--- src/rtl/ifu_pkg.sv ---
// ifu_pkg: shared definitions for the instruction fetch unit.
//   - IFU_XLEN / IFU_RESET_PC / IFU_NOP_INST: default datapath width, reset PC, bubble word
//   - ifu_state_e: fetch FSM states
//   - fetch_pkt_t: instruction packet presented to decode {pc, inst, exc}
//   - is_misaligned(): word-alignment test for a fetch address
package ifu_pkg;

    localparam int unsigned IFU_XLEN     = 32;
    localparam logic [31:0] IFU_RESET_PC = 32'h8000_0000;
    // addi x0, x0, 0
    localparam logic [31:0] IFU_NOP_INST = 32'h0000_0013;

    typedef enum logic [1:0] {
        S_REQ,
        S_WAIT,
        S_OUT
    } ifu_state_e;

    typedef struct packed {
        logic [IFU_XLEN-1:0] pc;
        logic [IFU_XLEN-1:0] inst;
        logic                exc;
    } fetch_pkt_t;

    function automatic logic is_misaligned(input logic [IFU_XLEN-1:0] addr);
        return |addr[1:0];
    endfunction

endpackage

--- src/rtl/ifu_pc_reg.sv ---
// ifu_pc_reg: architectural program counter.
// Next-PC priority is redirect > sequential increment > hold.
// Ports:
//   clk, reset   clock and asynchronous active-low reset (reset loads RESET_PC)
//   redirect_en  load redirect_pc this cycle
//   redirect_pc  redirect target
//   incr_en      advance by one instruction word (wraps modulo 2^XLEN)
//   pc           current PC
module ifu_pc_reg
    import ifu_pkg::*;
#(
    parameter int unsigned     XLEN     = IFU_XLEN,
    parameter logic [XLEN-1:0] RESET_PC = IFU_RESET_PC
) (
    input  logic            clk,
    input  logic            reset,
    input  logic            redirect_en,
    input  logic [XLEN-1:0] redirect_pc,
    input  logic            incr_en,
    output logic [XLEN-1:0] pc
);

    logic [XLEN-1:0] pc_q;
    logic [XLEN-1:0] pc_d;

    always_comb begin
        pc_d = pc_q;
        if (redirect_en) begin
            pc_d = redirect_pc;
        end else if (incr_en) begin
            pc_d = pc_q + XLEN'(4);
        end
    end

    always_ff @(posedge clk or negedge reset) begin
        if (!reset) begin
            pc_q <= RESET_PC;
        end else begin
            pc_q <= pc_d;
        end
    end

    assign pc = pc_q;

endmodule

--- src/rtl/ifu_fetch.sv ---
// ifu_fetch: instruction fetch stage feeding the single-cycle core.
// Issues one word-aligned read at a time, waits for the response, and presents
// {pc, inst, exc} to decode on a valid/ready port. Redirects from execute
// squash whatever fetch is in flight.
// Ports:
//   clk, reset                     clock, asynchronous active-low reset
//   req_valid/req_ready/req_addr   instruction memory request channel
//   rsp_valid/rsp_data/rsp_err     instruction memory response (always accepted)
//   out_valid/out_ready            decode handshake
//   out_pc/out_inst/out_exc        delivered packet (exc: misaligned PC or access fault)
//   redirect_valid/redirect_pc     PC change request from execute
//   fetch_cnt                      number of instructions consumed by decode
module ifu_fetch
    import ifu_pkg::*;
#(
    parameter int unsigned     XLEN     = IFU_XLEN,
    parameter logic [XLEN-1:0] RESET_PC = IFU_RESET_PC,
    parameter logic [XLEN-1:0] NOP_INST = IFU_NOP_INST
) (
    input  logic            clk,
    input  logic            reset,
    // instruction memory request
    output logic            req_valid,
    input  logic            req_ready,
    output logic [XLEN-1:0] req_addr,
    // instruction memory response
    input  logic            rsp_valid,
    input  logic [XLEN-1:0] rsp_data,
    input  logic            rsp_err,
    // decode port
    output logic            out_valid,
    input  logic            out_ready,
    output logic [XLEN-1:0] out_pc,
    output logic [XLEN-1:0] out_inst,
    output logic            out_exc,
    // redirect from execute
    input  logic            redirect_valid,
    input  logic [XLEN-1:0] redirect_pc,
    // statistics
    output logic [31:0]     fetch_cnt
);

    ifu_state_e      state_q;
    ifu_state_e      state_d;
    logic            alive_q;
    logic            drop_q;
    logic            drop_d;
    fetch_pkt_t      pkt_q;
    fetch_pkt_t      pkt_d;
    logic [31:0]     fetch_cnt_q;
    logic [XLEN-1:0] pc;

    logic pc_misaligned;
    logic req_fire;
    logic rsp_take;
    logic mis_enter;
    logic out_fire;
    logic out_leave;

    assign pc_misaligned = is_misaligned(pc);

    // Handshake with memory; req_valid comes from the output process below.
    assign req_fire  = req_valid && req_ready;
    // Response becomes the next packet only if nothing has squashed this fetch.
    assign rsp_take  = (state_q == S_WAIT) && rsp_valid && !drop_q && !redirect_valid;
    // A misaligned PC never reaches memory; it is reported as a faulting bubble.
    assign mis_enter = (state_q == S_REQ) && alive_q && pc_misaligned && !redirect_valid;
    // Redirect wins over consumption: a squashed packet is neither counted nor advances pc.
    assign out_fire  = (state_q == S_OUT) && out_ready && !redirect_valid;
    assign out_leave = (state_q == S_OUT) && (out_ready || redirect_valid);

    ifu_pc_reg #(
        .XLEN     (XLEN),
        .RESET_PC (RESET_PC)
    ) u_pc_reg (
        .clk         (clk),
        .reset       (reset),
        .redirect_en (redirect_valid),
        .redirect_pc (redirect_pc),
        .incr_en     (out_fire),
        .pc          (pc)
    );

    // ---------------------------------------------------------------------
    // FSM: state register
    // ---------------------------------------------------------------------
    always_ff @(posedge clk or negedge reset) begin
        if (!reset) begin
            state_q <= S_REQ;
        end else begin
            state_q <= state_d;
        end
    end

    // ---------------------------------------------------------------------
    // FSM: next state
    // ---------------------------------------------------------------------
    always_comb begin
        state_d = state_q;
        unique case (state_q)
            S_REQ: begin
                if (mis_enter) begin
                    state_d = S_OUT;
                end else if (req_fire) begin
                    state_d = S_WAIT;
                end
            end
            S_WAIT: begin
                if (rsp_valid) begin
                    state_d = rsp_take ? S_OUT : S_REQ;
                end
            end
            S_OUT: begin
                if (out_ready || redirect_valid) begin
                    state_d = S_REQ;
                end
            end
            default: state_d = S_REQ;
        endcase
    end

    // ---------------------------------------------------------------------
    // FSM: outputs
    // ---------------------------------------------------------------------
    always_comb begin
        // alive_q holds off the request until the first edge after reset release.
        req_valid = alive_q && (state_q == S_REQ) && !pc_misaligned;
        req_addr  = pc;
        out_valid = (state_q == S_OUT);
        out_pc    = pkt_q.pc;
        out_inst  = pkt_q.inst;
        out_exc   = pkt_q.exc;
        fetch_cnt = fetch_cnt_q;
    end

    // ---------------------------------------------------------------------
    // Datapath next-state
    // ---------------------------------------------------------------------
    always_comb begin
        drop_d = drop_q;
        if (req_fire) begin
            // Redirect on the handshake cycle: the request is already gone, so mark it stale.
            drop_d = redirect_valid;
        end else if (state_q == S_WAIT) begin
            if (rsp_valid) begin
                drop_d = 1'b0;
            end else if (redirect_valid) begin
                drop_d = 1'b1;
            end
        end
    end

    always_comb begin
        pkt_d = pkt_q;
        if (rsp_take) begin
            pkt_d.pc   = pc;
            pkt_d.inst = rsp_data;
            pkt_d.exc  = rsp_err;
        end else if (mis_enter) begin
            pkt_d.pc   = pc;
            pkt_d.inst = NOP_INST;
            pkt_d.exc  = 1'b1;
        end else if (out_leave) begin
            // Consumed or squashed: drop back to a clean bubble, exception is not sticky.
            pkt_d.inst = NOP_INST;
            pkt_d.exc  = 1'b0;
        end
    end

    // ---------------------------------------------------------------------
    // Datapath registers
    // ---------------------------------------------------------------------
    always_ff @(posedge clk or negedge reset) begin
        if (!reset) begin
            alive_q     <= 1'b0;
            drop_q      <= 1'b0;
            pkt_q.pc    <= RESET_PC;
            pkt_q.inst  <= NOP_INST;
            pkt_q.exc   <= 1'b0;
            fetch_cnt_q <= 32'd0;
        end else begin
            alive_q <= 1'b1;
            drop_q  <= drop_d;
            pkt_q   <= pkt_d;
            if (out_fire) begin
                fetch_cnt_q <= fetch_cnt_q + 32'd1;
            end
        end
    end

endmodule

--- config.mk ---
export PLATFORM = sky130hd
export DESIGN_NAME = ifu_fetch
export DESIGN_NICKNAME = d
export VERILOG_FILES = /design/src/rtl/ifu_pkg.sv /design/src/rtl/ifu_pc_reg.sv /design/src/rtl/ifu_fetch.sv
export SDC_FILE = /design/constraint.sdc
export NUM_CORES = 1
export LEC_CHECK = 0
export ABC_AREA = 1
export BUFFER_PORTS_ARGS = -buffer_cell sky130_fd_sc_hd__buf_4
export CORE_ASPECT_RATIO = 0.9
export CORE_MARGIN = 2
export CORE_UTILIZATION = 47
export CTS_CLUSTER_SIZE = 28
export DETAILED_ROUTE_END_ITERATION = 10
export PLACE_DENSITY_LB_ADDON = 0.1
export SYNTH_ARGS = -nofsm -noshare
export SYNTH_HDL_FRONTEND = slang
export SYNTH_HIERARCHICAL = 1
export SYNTH_SLANG_ARGS = --single-unit
export TNS_END_PERCENT = 1
--- constraint.sdc ---
create_clock -name clk -period 1.4 [get_ports clk]
set_input_delay 0.07 -clock clk [delete_from_list [all_inputs] [get_ports clk]]
set_output_delay 0.07 -clock clk [all_outputs]
set_load 0.02 [all_outputs]
==> impl_metrics.ini <==
[run_status]
run_status = finished with violations
violations_in_the_final_reports = negative setup slack

[finish]
layout-drive-gt1-share = 0.372
num_antenna_cells = 0
num-nets-final = 1301
most-common-layout-cells = sky130_fd_sc_hd__nand2_1, sky130_fd_sc_hd__buf_4, sky130_fd_sc_hd__dfrtp_1
finish.utilization = 0.778
leading_cell_type_in_the_layout_fill_and_taps_excluded = sky130_fd_sc_hd__nand2_1
area.growth.synth_to_final_pct = 62.5

[cts]
cts_tree = built
clock_tree.htree_level_count = 4
clkTransAtPathRegs_ns = 0.06
clkSinkCount = 133
insertion_delay_ns = 0.42
cts.path.max_buffers = 2
cts_inserted_buffers = 17
cts_root_buffer = sky130_fd_sc_hd__clkbuf_16

[power_and_ir_drop]
p_per_area_nw_per_um2 = 1200
power.clock.fraction = 0.317
max-vdd-ir-drop_mv = 0.956
swShare = 0.330
p_sw_uw = 4300
comb_power_share = 0.306
internal-power_uw = 8720
seq_power_share = 0.377
total_power_uw = 13000
power.static_leakage_uw = 0.00541

[timing]
finalWorstPathRequiredPeriod_ns = 1.46
finalHoldViolations = 0
grt_setup_unrepaired = true
max_freq_mhz = 683
fin_skew_ns = 0.00739
final.period_utilization = 1.05
final-setup-viol-count = 51
timing_max_transition_violations_final = 0
layout_setup_ws_ns = -0.0647

[logic_synthesis]
syn-cell-area_sq_um = 6680
net_count_of_the_mapped_netlist = 927
synth.yosys.seq_area_share = 0.499
ys.warnings.count = 6
syn_inst = 854
post_synth.cell_area_avg_sq_um = 7.82
yosys_register_bits = 133
yosysUniqueCellTypes = 35

[die]
initial_core_util = 0.479
pin_count = 202
coreArea_sq_um = 14000
rows = 41
die_x_um = 130
floorplan.die.height_um = 117
die_outline_area_sq_um = 15200

[route]
detail_route.wl_per_cell_um = 14.8
m1WireLength_um = 9030
met3WireLength_um = 1000
route.met2.wl_um = 10800
route.vias.total = 7087
drc = 0
drt_first_pass_iters = 6
detail_route.wirelength_um = 21200
dr.max_layer_used = met4
viasPerCell = 4.94
drt_iter0_drc = 411
final_antenna_net_count = 0

[global_routing]
grt.total_usage = 0.272
grt_start_max_net_pins = 45
antenna_found_initial = 0
grt_first_pass_wirelength_um = 32100
grt-ovfl-total = 0
grt_pass1_vias = 6612

[setup_path]
largest_fanout_on_the_critical_path = 6
worstPathCellList = nand2_2 -> nor2_4 -> nand2_4 -> nor3_4 -> buf_4 -> nand4_1 -> nand2_1
cp_top_family = simple AND/OR/NAND/NOR gates
number_of_buffers_and_inverters_on_the_critical_path = 1
reg2reg_depth = 7
worst-setup-path-type = flop to flop
rr_startpoint = fetch_cnt[3]
rrSetupSlack_ns = -0.06
timing.critical_path.arrival_ns = 1.82
end_kind = flop
critical-path-slowest-cell = sky130_fd_sc_hd__dfrtp_1
critical_path_required_ns = 1.75
worst_r2r_endpoint = fetch_cnt[23]
critical-path-max-stage-delay_ns = 0.42
start_kind = flop

[placement]
place_ws_ns = -0.185
weighted_congestion_reported_at_the_end_of_routability_driven_placement = 0.861
place.detailed.hpwl_um = 14100
numPortBuffers = 201

[run]
timing.max_cap.violations = 0

[min_path]
hold_class = primary input to async pin
[area by class of cell]
class                      instances  area, sq um
sequential                       133         3340
multi-input combinational        604         3200
timing repair buffer             376         3160
fill                             972         3100
clock buffer                      18          429
inverter                          96          365
tap                              193          241
clock inverter                    14          115
[Yosys cell counts]
master	count	area share
sky130_fd_sc_hd__and2_2	1	0.0011
sky130_fd_sc_hd__and2_1	3	0.0028
sky130_fd_sc_hd__dfrtp_1	128	0.48
sky130_fd_sc_hd__nor2_1	65	0.037
sky130_fd_sc_hd__nand2_1	318	0.18
sky130_fd_sc_hd__or2_2	1	0.00094
sky130_fd_sc_hd__xnor2_1	10	0.013
sky130_fd_sc_hd__nor2_4	5	0.0084
sky130_fd_sc_hd__nor3_1	4	0.0030
sky130_fd_sc_hd__nor3_4	2	0.0049
sky130_fd_sc_hd__nand3_2	1	0.0015
sky130_fd_sc_hd__conb_1	1	0.00056
sky130_fd_sc_hd__nand3_4	1	0.0026
sky130_fd_sc_hd__buf_4	1	0.0011
sky130_fd_sc_hd__ha_1	2	0.0037
sky130_fd_sc_hd__inv_2	5	0.0028
sky130_fd_sc_hd__xor2_1	14	0.018
sky130_fd_sc_hd__o21ai_1	16	0.012
sky130_fd_sc_hd__dfstp_2	5	0.020
sky130_fd_sc_hd__o211ai_1	2	0.0022
sky130_fd_sc_hd__nand2_4	2	0.0034
sky130_fd_sc_hd__buf_2	13	0.0097
sky130_fd_sc_hd__nor2_2	17	0.016
sky130_fd_sc_hd__o31ai_1	1	0.0011
sky130_fd_sc_hd__nand3b_1	4	0.0045
sky130_fd_sc_hd__a21oi_1	3	0.0022
sky130_fd_sc_hd__a22oi_1	19	0.021
sky130_fd_sc_hd__o21ai_0	30	0.022
sky130_fd_sc_hd__nand2_2	5	0.0047
sky130_fd_sc_hd__buf_6	4	0.0067
sky130_fd_sc_hd__nand4_1	11	0.010
sky130_fd_sc_hd__nand3_1	61	0.046
sky130_fd_sc_hd__inv_1	91	0.051
sky130_fd_sc_hd__o21bai_1	5	0.0056
sky130_fd_sc_hd__clkbuf_1	3	0.0017
[per-layer routing]
metal	vias up	GRT usage
met5	-	0
met4	0	0.0903
met3	28	0.0536
met2	234	0.458
met1	3379	0.355
li1	3446	-
[worst register-to-register path, stage by stage, from the launching register on]
cell and delay [ns]:
sky130_fd_sc_hd__dfrtp_1 0.42, sky130_fd_sc_hd__nand2_2 0.14, sky130_fd_sc_hd__nor2_4 0.15, sky130_fd_sc_hd__nand2_4 0.07, sky130_fd_sc_hd__nor3_4 0.30, sky130_fd_sc_hd__buf_4 0.17, sky130_fd_sc_hd__nand4_1 0.06, sky130_fd_sc_hd__nand2_1 0.09
[stage by stage]
step	instances	TNS (ns)	cell area, sq um	hold WS [ns]
after floorplan	854	-0.216	6700	-0.226
after global placement	1316	-1.45	9100	0.0318
after detailed placement	1316	-2.99	9100	0.0315
after CTS	1424	-0.884	10500	0.134
after global routing	1434	-7.18	10900	0.165
final	1434	-1.22	10900	0.147
[worst max path at each step]
stage | cells after the start | end | startpoint
floorplan | 8 | fetch_cnt[16] | fetch_cnt[1]
global placement | 8 | fetch_cnt[22] | state_q[0]
detailed placement | 8 | fetch_cnt[22] | state_q[0]
CTS | 7 | fetch_cnt[27] | state_q[0]
global route | 9 | u_pc_reg/pc[4] | state_q[0]
finish | 7 | fetch_cnt[23] | fetch_cnt[3]
[power by group through the flow]
stage                     logic, uW  registers, uW  clock network [uW]
after global routing           4270           4970                4370
after detailed placement       3460           4910                   0
after global placement         3420           4900                   0
after floorplan                 848           5620                   0
final                          3990           4900                4130
after CTS                      3720           4870                4180
[kinds of logic (layout without fill, tap and decap cells)]
group,after synthesis,in the layout,synth area share
other cells,1,1,0.000561
xor+xnor,24,24,0.0315
compound gates,76,76,0.0670
buf+inv,117,504,0.0732
fa+ha+maj,2,2,0.00374
flops,133,133,0.499
simple gates,501,501,0.325
[sequential cells by signal, indices dropped and copies added, names as in the netlist]
signal	flops
state_q	2
out_exc	1
u_pc_reg/pc	32
drop_q	1
alive_q	1
fetch_cnt	32
out_pc	32
out_inst	32
[timing repair]
action / 4_1_cts / 5_1_grt
hold endpoints to repair: 184 / 0
resized for setup: 20 / 102
hold buffers: 69 / 0
pin swaps: 16 / 22
setup buffers: 7 / 11
endpoints found under the setup margin: 71 / 119
No activity file was read; power rests on OpenSTA's default activity.
